==> config.mk <==
export PLATFORM = sky130hd
export DESIGN_NAME = uart_core_cfg
export DESIGN_NICKNAME = d
export VERILOG_FILES = /design/src/rtl/uart_pkg.sv /design/src/rtl/uart_baud_cnt.sv /design/src/rtl/uart_core_cfg.sv
export SDC_FILE = /design/constraint.sdc
export NUM_CORES = 1
export LEC_CHECK = 0
export ABC_AREA = 1
export ABC_CLOCK_PERIOD_IN_PS = 2500
export CAP_MARGIN = 20
export CORE_MARGIN = 2
export CORE_UTILIZATION = 45
export CTS_CLUSTER_SIZE = 12
export DETAILED_ROUTE_END_ITERATION = 12
export SETUP_SLACK_MARGIN = 0.1
export SLEW_MARGIN = 20
export SYNTH_ARGS = -nofsm -noshare
export SYNTH_HDL_FRONTEND = slang
export SYNTH_SLANG_ARGS = --single-unit
export TNS_END_PERCENT = 100
==> constraint.sdc <==
create_clock -name clk -period 2.5 [get_ports clk]
set_input_delay 0.5 -clock clk [delete_from_list [all_inputs] [get_ports clk]]
set_output_delay 0.5 -clock clk [all_outputs]
set_load 0.02 [all_outputs]
==> src/rtl/uart_pkg.sv <==
// Shared types and constants for the configurable UART core.
package uart_pkg;

  typedef enum logic [1:0] {NONE, EVEN, ODD, RSVD} parity_mode_e;

  typedef enum logic [2:0] {TX_IDLE, TX_START, TX_DATA, TX_PARITY, TX_STOP} tx_state_e;
  typedef enum logic [2:0] {RX_IDLE, RX_START, RX_DATA, RX_PARITY, RX_STOP} rx_state_e;

  localparam int OVERSAMPLE  = 16;
  localparam int SAMPLE_TICK = 7;

  // Reserved mode behaves like no parity.
  function automatic logic parity_on(input parity_mode_e m);
    return (m == EVEN) || (m == ODD);
  endfunction

endpackage

==> src/rtl/uart_baud_cnt.sv <==
// Oversample tick generator: one tick every baud_div+1 clocks, 16 ticks per bit.
module uart_baud_cnt
  import uart_pkg::*;
#(
  parameter int BAUD_DIV_WIDTH = 16
) (
  input  logic                      clk,
  input  logic                      reset,
  input  logic                      restart,
  input  logic [BAUD_DIV_WIDTH-1:0] baud_div,
  output logic                      tick,
  output logic [3:0]                tick_idx,
  output logic                      bit_end
);

  logic [BAUD_DIV_WIDTH-1:0] div_cnt;

  assign tick    = (div_cnt == baud_div);
  assign bit_end = tick && (tick_idx == 4'(OVERSAMPLE - 1));

  // Divider and tick index; restart re-aligns bit timing to the frame start.
  always_ff @(posedge clk) begin
    if (reset || restart) begin
      div_cnt  <= '0;
      tick_idx <= '0;
    end else if (tick) begin
      div_cnt  <= '0;
      tick_idx <= tick_idx + 4'd1;
    end else begin
      div_cnt  <= div_cnt + BAUD_DIV_WIDTH'(1);
    end
  end

endmodule

==> src/rtl/uart_core_cfg.sv <==
// Runtime-configurable UART transceiver, 16x oversampling, full duplex.
// Optional break detection is compiled in with UART_RX_BREAK_DETECT_EN.
module uart_core_cfg
  import uart_pkg::*;
#(
  parameter int DATA_WIDTH     = 8,
  parameter int BAUD_DIV_WIDTH = 16,
  parameter int SYNC_STAGES    = 2
) (
  input  logic                      clk,
  input  logic                      reset,
  input  logic [BAUD_DIV_WIDTH-1:0] baud_div,
  input  logic [1:0]                parity_mode,
  input  logic                      stop_bits2,
  input  logic                      rx_uart,
  output logic                      tx_uart,
  input  logic [DATA_WIDTH-1:0]     tx_data,
  input  logic                      tx_valid,
  output logic                      tx_ready,
  output logic [DATA_WIDTH-1:0]     rx_data,
  output logic                      rx_valid,
  output logic                      rx_parity_err,
  output logic                      rx_frame_err,
  output logic                      rx_break
);

  localparam int CNT_W = $clog2(DATA_WIDTH);
  localparam logic [CNT_W-1:0] LAST_BIT = CNT_W'(DATA_WIDTH - 1);

  // ---------------- TX ----------------
  tx_state_e                 tx_state, tx_state_nxt;
  logic [DATA_WIDTH-1:0]     tx_shreg;
  logic [CNT_W-1:0]          tx_bit_cnt;
  logic                      tx_stop_cnt, tx_stop2, tx_par, rdy_en;
  parity_mode_e              tx_mode;
  logic [BAUD_DIV_WIDTH-1:0] tx_div;
  logic                      tx_hs, tx_last_stop, tx_line;
  logic                      tx_tick, tx_bit_end;
  logic [3:0]                tx_tick_idx;
  logic                      tx_unused;

  assign tx_unused = ^{tx_tick, tx_tick_idx};

  uart_baud_cnt #(.BAUD_DIV_WIDTH(BAUD_DIV_WIDTH)) u_tx_baud (
    .clk(clk), .reset(reset), .restart(tx_hs), .baud_div(tx_div),
    .tick(tx_tick), .tick_idx(tx_tick_idx), .bit_end(tx_bit_end)
  );

  // TX next state, handshake and next line level. Ready also asserts in the
  // last clock of the final stop bit so a queued word follows with no gap.
  always_comb begin
    tx_state_nxt = tx_state;
    tx_last_stop = (tx_state == TX_STOP) && tx_bit_end && (tx_stop_cnt == tx_stop2);
    tx_ready     = rdy_en && ((tx_state == TX_IDLE) || tx_last_stop);
    tx_hs        = tx_valid && tx_ready;
    case (tx_state)
      TX_IDLE:   if (tx_hs) tx_state_nxt = TX_START;
      TX_START:  if (tx_bit_end) tx_state_nxt = TX_DATA;
      TX_DATA:   if (tx_bit_end && tx_bit_cnt == LAST_BIT)
                   tx_state_nxt = parity_on(tx_mode) ? TX_PARITY : TX_STOP;
      TX_PARITY: if (tx_bit_end) tx_state_nxt = TX_STOP;
      TX_STOP:   if (tx_last_stop) tx_state_nxt = tx_hs ? TX_START : TX_IDLE;
      default:   tx_state_nxt = TX_IDLE;
    endcase
    case (tx_state_nxt)
      TX_START:  tx_line = 1'b0;
      TX_DATA:   tx_line = (tx_state == TX_DATA && tx_bit_end) ? tx_shreg[1] : tx_shreg[0];
      TX_PARITY: tx_line = tx_par;
      default:   tx_line = 1'b1;
    endcase
  end

  // TX state register, config latch at handshake, shifter and registered line.
  always_ff @(posedge clk) begin
    if (reset) begin
      tx_state    <= TX_IDLE;
      tx_uart     <= 1'b1;
      rdy_en      <= 1'b0;
      tx_shreg    <= '0;
      tx_bit_cnt  <= '0;
      tx_stop_cnt <= 1'b0;
      tx_stop2    <= 1'b0;
      tx_mode     <= NONE;
      tx_div      <= '0;
      tx_par      <= 1'b0;
    end else begin
      rdy_en   <= 1'b1;
      tx_state <= tx_state_nxt;
      tx_uart  <= tx_line;
      if (tx_hs) begin
        tx_shreg    <= tx_data;
        tx_bit_cnt  <= '0;
        tx_stop_cnt <= 1'b0;
        tx_stop2    <= stop_bits2;
        tx_mode     <= parity_mode_e'(parity_mode);
        tx_div      <= baud_div;
        tx_par      <= (^tx_data) ^ (parity_mode_e'(parity_mode) == ODD);
      end else if (tx_bit_end) begin
        if (tx_state == TX_DATA) begin
          tx_shreg   <= tx_shreg >> 1;
          tx_bit_cnt <= tx_bit_cnt + CNT_W'(1);
        end
        if (tx_state == TX_STOP) tx_stop_cnt <= 1'b1;
      end
    end
  end

  // ---------------- RX ----------------
  rx_state_e                 rx_state, rx_state_nxt;
  logic [SYNC_STAGES-1:0]    rx_sync;
  logic                      rxs, rx_prev, rx_par, rx_start, rx_sample;
  logic [DATA_WIDTH-1:0]     rx_shreg;
  logic [CNT_W-1:0]          rx_bit_cnt;
  parity_mode_e              rx_mode;
  logic [BAUD_DIV_WIDTH-1:0] rx_div;
  logic                      rx_tick, rx_bit_end;
  logic [3:0]                rx_tick_idx;

  assign rxs       = rx_sync[SYNC_STAGES-1];
  assign rx_start  = (rx_state == RX_IDLE) && rx_prev && !rxs;
  assign rx_sample = rx_tick && (rx_tick_idx == 4'(SAMPLE_TICK));

  uart_baud_cnt #(.BAUD_DIV_WIDTH(BAUD_DIV_WIDTH)) u_rx_baud (
    .clk(clk), .reset(reset), .restart(rx_start), .baud_div(rx_div),
    .tick(rx_tick), .tick_idx(rx_tick_idx), .bit_end(rx_bit_end)
  );

  // Metastability guard on the asynchronous line; idles high through reset.
  always_ff @(posedge clk) begin
    if (reset) rx_sync <= '1;
    else       rx_sync <= {rx_sync[SYNC_STAGES-2:0], rx_uart};
  end

  // RX next state: glitch reject at mid start bit, leave at mid stop bit.
  always_comb begin
    rx_state_nxt = rx_state;
    case (rx_state)
      RX_IDLE:   if (rx_start) rx_state_nxt = RX_START;
      RX_START:  if (rx_sample && rxs) rx_state_nxt = RX_IDLE;
                 else if (rx_bit_end) rx_state_nxt = RX_DATA;
      RX_DATA:   if (rx_bit_end && rx_bit_cnt == LAST_BIT)
                   rx_state_nxt = parity_on(rx_mode) ? RX_PARITY : RX_STOP;
      RX_PARITY: if (rx_bit_end) rx_state_nxt = RX_STOP;
      RX_STOP:   if (rx_sample) rx_state_nxt = RX_IDLE;
      default:   rx_state_nxt = RX_IDLE;
    endcase
  end

  // RX state register, edge history, sampling and result registers.
  // Edge history tracks the line continuously, so after a break the next
  // start is only seen once the line has returned high.
  always_ff @(posedge clk) begin
    if (reset) begin
      rx_state      <= RX_IDLE;
      rx_prev       <= 1'b1;
      rx_par        <= 1'b0;
      rx_shreg      <= '0;
      rx_bit_cnt    <= '0;
      rx_mode       <= NONE;
      rx_div        <= '0;
      rx_data       <= '0;
      rx_valid      <= 1'b0;
      rx_parity_err <= 1'b0;
      rx_frame_err  <= 1'b0;
    end else begin
      rx_state <= rx_state_nxt;
      rx_prev  <= rxs;
      rx_valid <= 1'b0;
      if (rx_start) begin
        rx_div     <= baud_div;
        rx_mode    <= parity_mode_e'(parity_mode);
        rx_bit_cnt <= '0;
      end
      if (rx_state == RX_DATA && rx_sample) rx_shreg <= {rxs, rx_shreg[DATA_WIDTH-1:1]};
      if (rx_state == RX_DATA && rx_bit_end) rx_bit_cnt <= rx_bit_cnt + CNT_W'(1);
      if (rx_state == RX_PARITY && rx_sample) rx_par <= rxs;
      if (rx_state == RX_STOP && rx_sample) begin
        rx_data       <= rx_shreg;
        rx_valid      <= 1'b1;
        rx_parity_err <= parity_on(rx_mode) && (rx_par != ((^rx_shreg) ^ (rx_mode == ODD)));
        rx_frame_err  <= !rxs;
      end
    end
  end

`ifdef UART_RX_BREAK_DETECT_EN
  logic rx_break_q;
  // Break: whole frame low, including parity when enabled and the stop bit.
  always_ff @(posedge clk) begin
    if (reset) rx_break_q <= 1'b0;
    else       rx_break_q <= (rx_state == RX_STOP) && rx_sample && !rxs &&
                             (rx_shreg == '0) && (!parity_on(rx_mode) || !rx_par);
  end
  assign rx_break = rx_break_q;
`else
  assign rx_break = 1'b0;
`endif

endmodule

==> Flow_metrics.wiki, run 1 <==
{| class="wikitable"
! Metric !! Value
|-
| Final Cycle Share || 0.9219
|-
| Sequence of cells on the critical path || inv_1 -> nand2_1 -> nand4_1 -> nor2_1 -> nand2_1 -> nor2_4 -> nand4_4 -> nand2_4 -> nand2_1 -> inv_2 -> buf_6
|-
| Total Nets Final || approximately 960
|-
| Via count || 5493
|-
| Number of filler cells placed in the layout || 1251
|-
| Commonest non-fill, non-tap cell in the layout || sky130_fd_sc_hd__nand2_1
|-
| Hold slack || 409.7 ps
|-
| Die area || 14590 sq um
|-
| DP Area || ~6800 sq um
|-
| Slowest stage cell on the critical path || sky130_fd_sc_hd__dfxtp_4
|-
| Routed wire per std cell || 12.77 um
|-
| Startpoint Class || flip-flop
|-
| Top library cells by usage in the layout, fill and taps aside || 196 x sky130_fd_sc_hd__nand2_1, 108 x sky130_fd_sc_hd__dfxtp_1, 106 x sky130_fd_sc_hd__inv_1, 76 x sky130_fd_sc_hd__nor2_1, 65 x sky130_fd_sc_hd__a21oi_1
|-
| Vias in the first global route || around 5.3k
|-
| Cell area after synthesis || 6137 sq um
|-
| Worst min-delay path category || flip-flop to flip-flop
|-
| Number of clock sinks || between 100 and 150
|-
| Synthesized area per cell || just over 7 sq um
|-
| Synth Register Bits || between 100 and 150
|-
| Clock group share of total power || 0.483
|-
| Net Sw Frac || 0.2445
|-
| Number of levels in the clock H-tree || 4
|-
| Max transition margin || 0.5524
|-
| Post-layout minimum cycle time || 2305 ps
|-
| Share of power burned in combinational logic || 0.119
|-
| Run status || finished clean
|-
| Asr flop ratio synth || 0
|-
| Worst Path Buf+Inv || 3
|-
| Arrival time at the worst endpoint || 1800 ps
|-
| Origin of the worst min-delay path || rx_sync[0]
|-
| Capture instance of the worst register-to-register path || u_tx_baud.div_cnt[14]
|-
| Cell types occupying the most area after synthesis || sky130_fd_sc_hd__dfxtp_1 40%, sky130_fd_sc_hd__nand2_1 12%, sky130_fd_sc_hd__inv_1 6.7%, sky130_fd_sc_hd__a21oi_1 5.3%, sky130_fd_sc_hd__nor2_1 4.8%
|-
| Maximum VDD drop || around 0.50 mV
|-
| Worst hold stages || 1
|-
| Synth-to-layout area growth || 21.20%
|-
| Critical Path End Type || output port
|-
| Vias per Instance || about 5.0
|-
| R2r setup slk || between 200 and 250 ps
|-
| Number of different library cells in the post-synthesis netlist || 38
|-
| Highest net fanout along the worst path || 4
|-
| Delay of the slowest cell on the worst path || between 300 and 400 ps
|-
| Capture endpoint of the worst hold path || rx_sync[1]
|-
| First DRT Iteration DRCs || ~350
|-
| Vertical die dimension || 120.8 um
|-
| Path depth of the worst reg2reg path || 7
|-
| Antenna diodes || 0
|-
| Number of max-slew violations in the final report || 0
|-
| Post-synthesis cell type with the largest combined area || sky130_fd_sc_hd__dfxtp_1
|-
| Maximum buffer depth of the clock tree || 2
|-
| Power per standard cell area || 716.1 nW/um^2
|-
| Post-detailed-routing wire length || 14.13 mm
|-
| Remaining global-route overflow || 0
|-
| TritonCTS clock tree || done
|-
| Crit-path most repeated cell || sky130_fd_sc_hd__nand2_1
|-
| Least-Margin Pin Slew || around 670 ps
|-
| R2R Path Start || u_tx_baud.div_cnt[1]
|-
| Critical setup path kind || flip-flop to output port
|-
| Antenna violations before repair || 0
|-
| Hold violation total from the final report || 0
|-
| Internal Dissipation || 0.004024 W
|-
| CP delay by family, top || simple AND/OR/NAND/NOR gates
|-
| Proportion of layout cells with a drive suffix above 1 || 0.1493
|-
| Setup tns final || 0 ps
|-
| Top achievable clock speed || 433.9 MHz
|-
| Area inside the core boundary || between 10000 and 15000 sq um
|-
| Fraction of post-synthesis cell area in the top cell type by area || 0.4045
|-
| Initial core utilization || 0.4616
|-
| Maximum number of pins on one net before global-route repair || 40
|-
| Register share of total power || 0.398
|-
| Worst-case clock skew || 5.757 ps
|-
| Global-route wire length before repair || between 20 and 25 mm
|-
| HPWL after detailed placement || ~10 mm
|-
| DRC violations left || 0
|-
| Latest clock arrival within the worst-skew pair || about 420 ps
|-
| Share of synthesized area occupied by flip-flops and latches || 0.4045
|-
| Root Buffer || sky130_fd_sc_hd__clkbuf_16
|-
| Die width || roughly 120 um
|-
| Switching power || about 0.0013 W
|-
| CTS clock-pin slew for the worst setup and hold paths || 50 ps
|-
| Syn nets || around 900
|-
| Row cnt || 42
|-
| Setup repair after global routing missed its margin || yes
|-
| Data required time of the critical path || 2000 ps
|-
| Final weighted congestion of routability-driven global placement || roughly 0.9
|-
| GRT Overall Usage || 0.2067
|-
| Yosys warnings || 0
|-
| TritonCTS buffer count || 17
|-
| First-pass detailed-route iteration total || 4
|-
| DRT antenna net count || 0
|-
| Number of endpoints failing setup at the final stage || 0
|-
| Most used DFF post-synth || sky130_fd_sc_hd__dfxtp_1
|-
| Final Util || 0.5595
|-
| Overall power of the completed layout || 0.005327 W
|-
| Leakage || 3.004 nW
|-
| Count of port buffers added during placement || 43
|-
| Post-synthesis instance total || around 860
|-
| Count of flip-flops with a built-in enable after synthesis || 0
|-
| Summed area of non-filler cells in the final layout || approximately 7400 sq um
|-
| Max-cap violation count || 0
|-
| Total I/O pin count || 45
|}
==> logic make-up after synthesis <==
family          Yosys count  share of synthesized area
xor+xnor                 41                    0.05851
compound gates          142                     0.1293
fa+ha+maj                 9                    0.01835
flops                   124                     0.4045
other cells               1                  0.0006110
buf+inv                 146                     0.1003
simple gates            401                     0.2885
==> cells in the mapped netlist (5+ instances only) <==
| library cell | count |
|---|---|
| sky130_fd_sc_hd__nand3_1 | 46 |
| sky130_fd_sc_hd__nor3_1 | 19 |
| sky130_fd_sc_hd__buf_2 | 9 |
| sky130_fd_sc_hd__xnor2_1 | 19 |
| sky130_fd_sc_hd__nand4_1 | 15 |
| sky130_fd_sc_hd__dfxtp_1 | 124 |
| sky130_fd_sc_hd__nand2_2 | 21 |
| sky130_fd_sc_hd__nor2_2 | 5 |
| sky130_fd_sc_hd__ha_1 | 9 |
| sky130_fd_sc_hd__inv_1 | 109 |
| sky130_fd_sc_hd__clkbuf_1 | 16 |
| sky130_fd_sc_hd__nand2_1 | 200 |
| sky130_fd_sc_hd__inv_2 | 6 |
| sky130_fd_sc_hd__xor2_1 | 22 |
| sky130_fd_sc_hd__a21oi_1 | 65 |
| sky130_fd_sc_hd__nor2_1 | 78 |
| sky130_fd_sc_hd__o21ai_0 | 50 |
| sky130_fd_sc_hd__a21oi_2 | 19 |
==> routing by layer <==
| metal | track usage | routed length (um) | up-vias | share of wire |
|---|---|---|---|---|
| li1 | - | - | 2856 | - |
| met1 | 0.2506 | 6559 | 2501 | 0.46 |
| met2 | 0.3400 | 6697 | 111 | 0.47 |
| met3 | 0.05519 | 608 | 25 | 0.043 |
| met4 | 0.09811 | 265 | 0 | 0.019 |
| met5 | 0 | 0 | - | 0 |
==> how the worst max path moves through the flow <==
| stage | from | to | slack (ps) | depth (start not counted) |
|---|---|---|---|---|
| 6_report | u_tx_baud.div_cnt[8] | tx_ready | 200 | 11 |
| 5_1_grt | u_tx_baud.div_cnt[1] | u_tx_baud.div_cnt[14] | 30 | 7 |
| 4_1_cts | u_tx_baud.div_cnt[5] | tx_ready | 140 | 12 |
| 3_5_place_dp | u_tx_baud.div_cnt[12] | tx_ready | 140 | 13 |
| 3_3_place_gp | u_tx_baud.div_cnt[12] | tx_ready | 160 | 13 |
| 2_1_floorplan | u_tx_baud.div_cnt[13] | tx_ready | 670 | 10 |
==> state kept, by name, summed over array words and instances, names as in the netlist, 2 cells and up <==
name                cells
rx_shreg                8
rx_bit_cnt              3
rx_state                3
tx_shreg                8
rx_mode                 2
rx_data                 8
tx_mode                 2
rx_div                 16
u_rx_baud.div_cnt      16
u_tx_baud.tick_idx      4
u_rx_baud.tick_idx      4
u_tx_baud.div_cnt      16
tx_state                3
tx_bit_cnt              3
tx_div                 16
rx_sync                 2
==> cell type report <==
type,instances,area (sq um),area share
clock buffers,26,519.2,0.06981
clock inverters,6,105.1,0.01413
multi-input cells,594,3054,0.4106
inverters,116,440.4,0.05921
well taps,176,220.2,0.02960
flip-flops and latches,124,2507,0.3371
repair buffers,65,591.8,0.07956
==> repair_timing <==
item                       4_1_cts  5_1_grt
setup endpoints to repair        1       17
pin swaps                        1        5
hold buffers                     0        0
cloned                           0        0
buffers inserted                 0        3
gates resized for setup         10       23
==> per-stage QoR <==
stage	std cells	setup WS, ps
floorplan	864	672.5
global placement	1072	160.4
detailed placement	1072	139.5
CTS	1104	136.9
global route	1107	31.88
finish	1107	195.2
==> power by group through the flow <==
| stage | registers, W | logic [W] | clock network (W) |
|---|---|---|---|
| after floorplan | 0.00215 | 0.000436 | 0 |
| after global routing | 0.00213 | 0.000713 | 0.00272 |
| after detailed placement | 0.00216 | 0.000615 | 0 |
| final | 0.00212 | 0.000634 | 0.00257 |
| after CTS | 0.00212 | 0.000621 | 0.00262 |
| after global placement | 0.00216 | 0.000606 | 0 |
Note: power is estimated with default switching activity, not from simulation.
==> run 2, diff against run 1 <==
- CORE_UTILIZATION: 45 -> 59
- PLACE_DENSITY: not set -> 0.8
==> Flow_metrics.wiki, run 2 (same netlist as run 1, synthesis figures left out) <==
{| class="wikitable"
! Metric !! Value
|-
| Switching power || 0.001356 W (+4.1%)
|-
| TritonCTS clock tree || done
|-
| Setup tns final || 0 ps (unchanged)
|-
| Worst-case clock skew || 6.389 ps (+0.6323 ps)
|-
| Antenna violations before repair || 0 (unchanged)
|-
| GRT Overall Usage || 0.2692 (+0.06253)
|-
| Via count || 5725 (+4.2%)
|-
| HPWL after detailed placement || 9.673 mm (-3.3%)
|-
| Vias per Instance || 5.336 (+7.5%)
|-
| Count of port buffers added during placement || 43 (unchanged)
|-
| Remaining global-route overflow || 0 (unchanged)
|-
| CTS clock-pin slew for the worst setup and hold paths || 60 ps (about the same)
|-
| Die width || 106.0 um (-12%)
|-
| Worst min-delay path category || primary input to flip-flop
|-
| Initial core utilization || 0.5999 (+0.1382)
|-
| Capture endpoint of the worst hold path || rdy_en
|-
| Max transition margin || 0.5450 (-0.007396)
|-
| Number of max-slew violations in the final report || 0 (unchanged)
|-
| Power per standard cell area || 687.3 nW/um^2 (-4.0%)
|-
| Global-route wire length before repair || 24.20 mm (+1.6%)
|-
| Number of levels in the clock H-tree || 4 (unchanged)
|-
| First DRT Iteration DRCs || 315 (-9.5%)
|-
| Row cnt || 37 (-12%)
|-
| Die area || 11230 sq um (-23%)
|-
| Number of clock sinks || 124 (unchanged)
|-
| DRC violations left || 0 (unchanged)
|-
| Capture instance of the worst register-to-register path || tx_div[8]
|-
| Origin of the worst min-delay path || reset
|-
| Antenna diodes || 0 (unchanged)
|-
| Cells after DPL || 1029 (-4.0%)
|-
| Highest net fanout along the worst path || 3 (-1)
|-
| Least-Margin Pin Slew || 682.5 ps (+17.23 ps)
|-
| Number of endpoints failing setup at the final stage || 0 (unchanged)
|-
| Routed wire per std cell || 13.79 um (+8.0%)
|-
| First-pass detailed-route iteration total || 4 (unchanged)
|-
| Maximum number of pins on one net before global-route repair || 51 (+28%)
|-
| Clock group share of total power || 0.457 (-0.026)
|-
| Critical setup path kind || flip-flop to output port
|-
| Post-layout minimum cycle time || 2437 ps (+132.6 ps)
|-
| Final Non-Filler Cells || 1073 (-3.1%)
|-
| Area inside the core boundary || 10230 sq um (-23%)
|-
| Commonest non-fill, non-tap cell in the layout || sky130_fd_sc_hd__nand2_1
|-
| Run status || finished clean
|-
| Final Util || 0.7261 (+0.1666)
|-
| Post-detailed-routing wire length || 14.80 mm (+4.7%)
|-
| Net Sw Frac || 0.2657 (+0.02116)
|-
| Vertical die dimension || 106.0 um (-12%)
|-
| Top achievable clock speed || 410.3 MHz (-5.4%)
|-
| Share of power burned in combinational logic || 0.128 (+0.009)
|-
| TritonCTS buffer count || 17 (unchanged)
|-
| Setup repair after global routing missed its margin || yes
|-
| Maximum VDD drop || 0.4933 mV (-2.0%)
|-
| Hold buffer count at CTS || 0 (unchanged)
|-
| R2r setup slk || 240 ps (about the same)
|-
| Total I/O pin count || 45 (unchanged)
|-
| Vias in the first global route || 5448 (+2.0%)
|-
| Root Buffer || sky130_fd_sc_hd__clkbuf_8
|-
| Final weighted congestion of routability-driven global placement || 0.8701 (-3.0%)
|-
| Critical Path End Type || output port
|-
| Path depth of the worst reg2reg path || 17 (+10)
|-
| Data required time of the critical path || 2000 ps (about the same)
|-
| Latest clock arrival within the worst-skew pair || 520 ps (+100 ps)
|-
| Top library cells by usage in the layout, fill and taps aside || 188 x sky130_fd_sc_hd__nand2_1, 103 x sky130_fd_sc_hd__inv_1, 102 x sky130_fd_sc_hd__dfxtp_1, 75 x sky130_fd_sc_hd__nor2_1, 65 x sky130_fd_sc_hd__a21oi_1
|-
| Total Nets Final || 964 (+0.63%)
|-
| Synth-to-layout area growth || 21.04%
|-
| Proportion of layout cells with a drive suffix above 1 || 0.1772 (+0.02786)
|-
| Final Cycle Share || 0.9749 (+0.05303)
|-
| Max-cap violation count || 0 (unchanged)
|-
| Worst hold stages || 2 (+1)
|-
| Register share of total power || 0.415 (+0.017)
|-
| Maximum buffer depth of the clock tree || 2 (unchanged)
|-
| Leakage || 3.005 nW (about the same)
|-
| Internal Dissipation || 0.003749 W (-6.8%)
|-
| Hold violation total from the final report || 0 (unchanged)
|-
| Startpoint Class || flip-flop
|-
| Arrival time at the worst endpoint || 1940 ps (+140 ps)
|-
| R2R Path Start || tx_div[10]
|-
| Number of filler cells placed in the layout || 763 (-39%)
|-
| DRT antenna net count || 0 (unchanged)
|}
[run 2: cell types whose count changed in the layout (fill, tap and decap cells not counted), moves of 2 or more]
cell / delta
sky130_fd_sc_hd__dfxtp_2: +4
sky130_fd_sc_hd__dfxtp_1: -6
sky130_fd_sc_hd__clkinvlp_4: +5
sky130_fd_sc_hd__nand2_1: -8
sky130_fd_sc_hd__buf_4: +5
sky130_fd_sc_hd__bufinv_16: -2
sky130_fd_sc_hd__inv_2: +3
sky130_fd_sc_hd__inv_1: -3
sky130_fd_sc_hd__nand2_2: +8
sky130_fd_sc_hd__dfxtp_4: +2
sky130_fd_sc_hd__clkbuf_1: -2
[run 2: worst max path at each step]
stage / to / start / cells after the start / slack [ps]
final: tx_ready / tx_div[10] / 13 / 60
after global routing: tx_ready / u_tx_baud.div_cnt[12] / 13 / -60
after CTS: tx_ready / u_tx_baud.div_cnt[11] / 13 / 80
after detailed placement: tx_ready / u_tx_baud.div_cnt[12] / 13 / 50
after global placement: tx_ready / u_tx_baud.div_cnt[12] / 13 / 140
after floorplan: tx_ready / u_tx_baud.div_cnt[13] / 10 / 670
[run 2: cell type report]
| cell class | instances | area [sq um] | share of cell area |
|---|---|---|---|
| clock buffers | 23 | 486.7 | 0.06552 |
| clock inverters | 9 | 86.33 | 0.01162 |
| inverters | 116 | 442.9 | 0.05963 |
| multi-input cells | 594 | 3082 | 0.4149 |
| flip-flops and latches | 124 | 2520 | 0.3392 |
| well taps | 136 | 170.2 | 0.02291 |
| repair buffers | 71 | 640.6 | 0.08624 |
[run 2: routing by layer]
metal | vias to the layer above | track usage | part of all wire
li1 | 2871 | - | -
met1 | 2663 | 0.3180 | 0.44
met2 | 157 | 0.4742 | 0.49
met3 | 34 | 0.06254 | 0.048
met4 | 0 | 0.1024 | 0.020
met5 | - | 0 | 0
[run 2: what timing repair did]
| item | CTS | global route |
|---|---|---|
| buffers inserted | 9 | 3 |
| endpoints found under the setup margin | 1 | 26 |
| pin swaps | 9 | 10 |
| gates resized for setup | 37 | 19 |
[run 2: metrics by stage]
step                cell area [sq um]  power [W]  worst slack [ps]  hold slack, ps
floorplan                        6137   0.002582             672.5           389.5
global placement                 6678   0.002747             142.4           393.0
detailed placement               6678   0.002773             47.61           405.2
CTS                              7363   0.005106             75.17           297.7
global route                     7428   0.005291            -64.83           309.8
finish                           7428   0.005105             62.66           310.2
[run 2: power groups by stage]
stage          logic, W  registers (W)  clock network, W
5_1_grt        0.000722        0.00213           0.00244
6_report       0.000653        0.00212           0.00233
4_1_cts        0.000630        0.00212           0.00236
3_5_place_dp   0.000612        0.00216                 0
2_1_floorplan  0.000436        0.00215                 0
3_3_place_gp   0.000590        0.00216                 0
[run 2: critical path, cell delays in order, from the launching register on]
cell,delay [ps]
sky130_fd_sc_hd__dfxtp_2,370
sky130_fd_sc_hd__inv_2,50
sky130_fd_sc_hd__nand2_2,60
sky130_fd_sc_hd__nand2_2,60
sky130_fd_sc_hd__inv_2,50
sky130_fd_sc_hd__nand2_2,50
sky130_fd_sc_hd__nor2_2,110
sky130_fd_sc_hd__nand2_2,70
sky130_fd_sc_hd__nor2_4,160
sky130_fd_sc_hd__nand4_4,110
sky130_fd_sc_hd__nand2_4,100
sky130_fd_sc_hd__nand2_2,50
sky130_fd_sc_hd__inv_2,60
sky130_fd_sc_hd__buf_6,100
==> variant 1, RTL diff (flow settings as in run 2) <==
The parameter `DATA_WIDTH` goes from 8 to 4.
--- a/src/rtl/uart_core_cfg.sv
+++ b/src/rtl/uart_core_cfg.sv
@@ -3,7 +3,7 @@
 module uart_core_cfg
   import uart_pkg::*;
 #(
-  parameter int DATA_WIDTH     = 8,
+  parameter int DATA_WIDTH     = 4,
   parameter int BAUD_DIV_WIDTH = 16,
   parameter int SYNC_STAGES    = 2
 ) (
Interface: changed (resized rx_data and tx_data); port bits go from 45 to 37. The function was not compared with the original's and may differ.
==> variant 1 against run 2 <==
- setup slack better by 150 ps
- sequential share of layout area is 3.6 points higher
- routed wire length is 28% lower
- sequential cell count is 14 lower
- critical path depth is 5 lower
- final area is 21% lower
- first-iteration DRC count is 39% lower
- power is 19% lower
- area after synthesis is 16% lower
- non-clock buffer count is 18 lower
- clock power is 48% lower
- critical path type unchanged
==> variant 1: results (changes against run 2) <==
Run status
  • Run status: finished, final reports clean

Finish
  • Nets: 746 (-23%)
  • Diode count: 0 (unchanged)
  • FILL cells: 719 (-5.8%)
  • Layout cell share with drive strength beyond 1: 0.116 (-0.0614)

Critical path
  • Critical path type: register to primary output
  • R2R Path Start: tx_div[9]$_SDFFE_PP0N_
  • Worst R2R Setup Slack: 310 ps (+70 ps)
  • Slowest stage delay, CP: 340 ps (-30 ps)
  • Slowest CP cell: dfxtp_1
  • Crit path DAT: 1790 ps (-150 ps)
  • Worst-path maximum fanout: 3 (unchanged)
  • Reg2Reg Capture Point: u_tx_baud.div_cnt[15]$_SDFF_PP0_
  • Worst Reg-to-Reg Cells: 11 (-6)

Placed design
  • Area after DPL: 0.00562 mm^2 (-16%)
  • PortBufs: 35 (-19%)
  • Post-DP HPWL: 7.84 mm (-19%)
  • Placed Instances: 806 (-22%)
  • Place WS: 126 ps (+78.0 ps)
  • GP Congestion: 0.855 (-1.8%)

Clocking
  • CTS max path bufs: 2 (unchanged)
  • Worst-Skew Late Latency: 360 ps (-160 ps)
  • Num CTS Buffers: 9 (-8)
  • Clock transition at path regs: 90 ps (+30 ps)
  • CTS H-tree depth: 3 (-1)
  • Clk root buf: clkbuf_8

Logic synthesis
  • Top_reg_cell synth: dfxtp_1
  • Seq/Total Area, Yosys: 0.427 (+0.0222)
  • Ranking of synthesized cells by area: dfxtp_1, nand2_1, nor2_1
  • Synth Area per Inst: 7.70 um^2 (+8.4%)
  • Post-Syn Nets: 704 (-22%)
  • Ys Warns: 0 (unchanged)
  • Post-synthesis async set-or-reset flop share: 0 (unchanged)
  • Yosys cell types: 43 (+13%)
  • Synth top cells by count: dfxtp_1, nand2_1, nor2_1

Power
  • Max VDD drop: 0.000402 V (-19%)
  • P_leak: 2.24 nW (-25%)

Worst hold path
  • Type of the worst min-delay path: register to register
  • Hold path cells: 1 (-1)
  • Min-delay src: rx_sync[0]$_SDFF_PP1_
  • Hold EP: rx_sync[1]$_SDFF_PP1_

Routing
  • Drt pass-1 iters: 5 (+1)
  • Number of DRC markers in iteration 0: 192 (-39%)
  • Wirelength per Cell: 12.9 um (-6.5%)
  • Vias: 4384 (-23%)
  • Vias per cell: 5.31 (-0.40%)

Timing
  • Clock Skew: 9.82 ps (+3.43 ps)
  • Worst Tran Pin Value: 522 ps (-161 ps)
  • WHS: 429 ps (+119 ps)

GRT
  • Initial antenna violation count: 0 (unchanged)
  • Global Route Usage Sum: 0.231 (-0.0381)
  • Vias in the first global route: 4185 (-23%)
  • Largest net degree at the start of global routing: 29 (-43%)
  • First-pass GRT wire length: 18.2 mm (-25%)
-- variant 1: changes by cell type after synthesis, sizes merged, moves of 4 or more --
cell           run 2  this run
nand3             47        65
clkbuf            16        10
xnor2             19        30
o21ai             53        35
dfxtp            124       110
inv              115        59
nand4             16        12
a21oi             84        57
nand2            222       115
nor2              84        97
-- variant 1: area by class of cell --
cell class,instances,area (um^2),area share
clock buffer,12,135,0.0229
clock inverter,4,95.1,0.0161
inverter,60,225,0.0382
multi-input combinational,478,2600,0.442
sequential,110,2210,0.376
tap,108,135,0.0229
timing repair buffer,53,487,0.0826
-- variant 1: layer usage --
layer | vias up | track usage | routed length (um)
met2 | 98 | 0.413 | 5380
met4 | 0 | 0.0705 | 136
met1 | 2016 | 0.275 | 4620
li1 | 2258 | - | -
met5 | - | 0 | 0
met3 | 12 | 0.0525 | 502
-- variant 1: power by group --
part	internal (mW)	leakage, nW	total [mW]	switching, mW
clock	0.666	0.115	1.22	0.559
sequential	1.87	0.897	1.97	0.0991
combinational	0.354	1.23	0.928	0.573
-- variant 1: timing repair --
action / in CTS / in global routing
resized for setup: 8 / 7
pin swaps: 0 / 2
buffers inserted: 0 / 3
endpoints found under the hold margin: 0 / 0
setup endpoints to repair: 1 / 1
-- variant 1: worst max path at each step --
stage | slack [ps] | depth (start not counted) | endpoint
after global routing | 100 | 8 | tx_ready
final | 210 | 8 | tx_ready
after global placement | 160 | 10 | tx_ready
after CTS | 160 | 8 | tx_ready
after detailed placement | 130 | 8 | tx_ready
after floorplan | 550 | 8 | tx_ready
-- variant 1: worst max-delay path, delay by kind of cell (launching register included) --
kind / cells / cell delay, ps
AOI/OAI and AO/OA: 1 / 210
xor gates and xnor gates: 1 / 200
buffers and inverters: 1 / 140
DFF: 1 / 340
and+or+nand+nor: 5 / 550
-- variant 1: cell families (layout without fill, tap and decap cells) --
group                    after synthesis  after routing  synth area share
AO/OA/AOI/OAI                         96             96            0.0977
XOR/XNOR                              50             50            0.0863
adder cells (fa/ha/maj)                7              7            0.0170
buffers and inverters                 82            129            0.0698
flip-flops                           110            110             0.427
other                                  1              1          0.000727
AND/OR/NAND/NOR                      324            324             0.302
==> variant 2, RTL diff (config.mk and constraints of run 2) <==
Made on the original files. The 5 states of `rx_state_e` get a one-hot encoding in 5 bits.
--- a/src/rtl/uart_pkg.sv
+++ b/src/rtl/uart_pkg.sv
@@ -4,7 +4,7 @@
   typedef enum logic [1:0] {NONE, EVEN, ODD, RSVD} parity_mode_e;
 
   typedef enum logic [2:0] {TX_IDLE, TX_START, TX_DATA, TX_PARITY, TX_STOP} tx_state_e;
-  typedef enum logic [2:0] {RX_IDLE, RX_START, RX_DATA, RX_PARITY, RX_STOP} rx_state_e;
+  typedef enum logic [4:0] {RX_IDLE = 5'b00001, RX_START = 5'b00010, RX_DATA = 5'b00100, RX_PARITY = 5'b01000, RX_STOP = 5'b10000} rx_state_e;
 
   localparam int OVERSAMPLE  = 16;
   localparam int SAMPLE_TICK = 7;
Formal check against the unedited RTL: no difference found for any inputs over 10 cycles, from zero or initial values and one cycle with reset high; not proved beyond that.
==> variant 2 against run 2 <==
- sequential power up 5%
- setup slack gained 34 ps
- via count shrank 10%
- routed wire length decreased by 11%
- power up 7.1%
- clock skew barely moved
- worst hold slack improved by 100 ps
- clock power is 4% higher
- sequential cell count rose by 2
- utilization is 0.46 points higher
- critical endpoint unchanged
- final area shrank 5.2%
- area after synthesis fell by 6.1%
- first-iteration DRC count is 47% lower
==> variant 2: results (changes against run 2) <==
Worst hold path
  • Type of the worst min-delay path: register to register

Placed design
  • GP Congestion: 0.851 (-2.2%)
  • Place WS: 110 ps (+62.6 ps)

Critical path
  • Worst Reg-to-Reg Cells: 15 (-2)
  • Worst R2R Setup Slack: 270 ps (+30 ps)
  • Slowest stage delay, CP: 340 ps (-30 ps)
  • Critical path startpoint: u_tx_baud.div_cnt[10]$_SDFF_PP0_

GRT
  • Met1 usage: 0.313 (-0.00493)
  • Vias in the first global route: 4967 (-8.8%)
  • Met2 usage in global routing: 0.465 (-0.00964)
  • Largest net degree at the start of global routing: 34 (-33%)
  • Global Route Usage Sum: 0.266 (-0.00318)
  • First-pass GRT wire length: 21.9 mm (-9.6%)
  • Met3 Resource Use GR: 0.0685 (+0.00594)

Power
  • Clk pwr: 2.43 mW (+4%)
  • Max VDD drop: 0.000430 V (-13%)
  • Sw Share: 0.278 (+0.0121)
  • Power density over the cells: 776 mW/mm^2 (+13%)
  • Combinational share of power: 0.148 (+0.020)
  • P_leak: 2.76 nW (-8.0%)

Finish
  • Layout cell share with drive strength beyond 1: 0.122 (-0.0554)
  • Nets: 873 (-9.4%)
  • FILL cells: 734 (-3.8%)

Logic synthesis
  • Xor/xnor cell area share of the yosys netlist: 0.0942 (+0.0357)
  • Yosys cell types: 35 (-7.9%)
  • Compound-Gate Fraction of Synth Area: 0.0979 (-0.0314)
  • Post-Syn Nets: 815 (-9.8%)
  • Synth top cells by count: nand2_1, dfxtp_1, nor2_1

Timing
  • Final worst slack: 96.9 ps (+34.2 ps)

Run status
  • Run status: finished, final reports clean

Routing
  • Drt pass-1 iters: 5 (+1)
==> variant 2: cell type report <==
type	count	area (um^2)	area share
multi-input combinational	549	2880	0.409
sequential	126	2550	0.362
tap	133	166	0.0236
clock buffer	17	414	0.0588
clock inverter	15	173	0.0245
inverter	76	285	0.0405
timing repair buffer	63	577	0.0819
==> variant 2: metrics by stage <==
stage / area (um^2) / hold WS (ps) / util / std cells
after detailed placement: 6360 / 408 / 0.659 / 943
after CTS: 6990 / 419 / 0.725 / 977
after global placement: 6360 / 396 / 0.659 / 943
after floorplan: 5770 / 389 / - / 775
after global routing: 7040 / 431 / 0.731 / 979
final: 7040 / 414 / 0.731 / 979
==> variant 2: timing repair <==
item,4_1_cts,5_1_grt
hold endpoints to repair,0,0
gates resized for setup,21,19
pin swaps,8,6
setup endpoints to repair,1,17
setup buffers,2,2
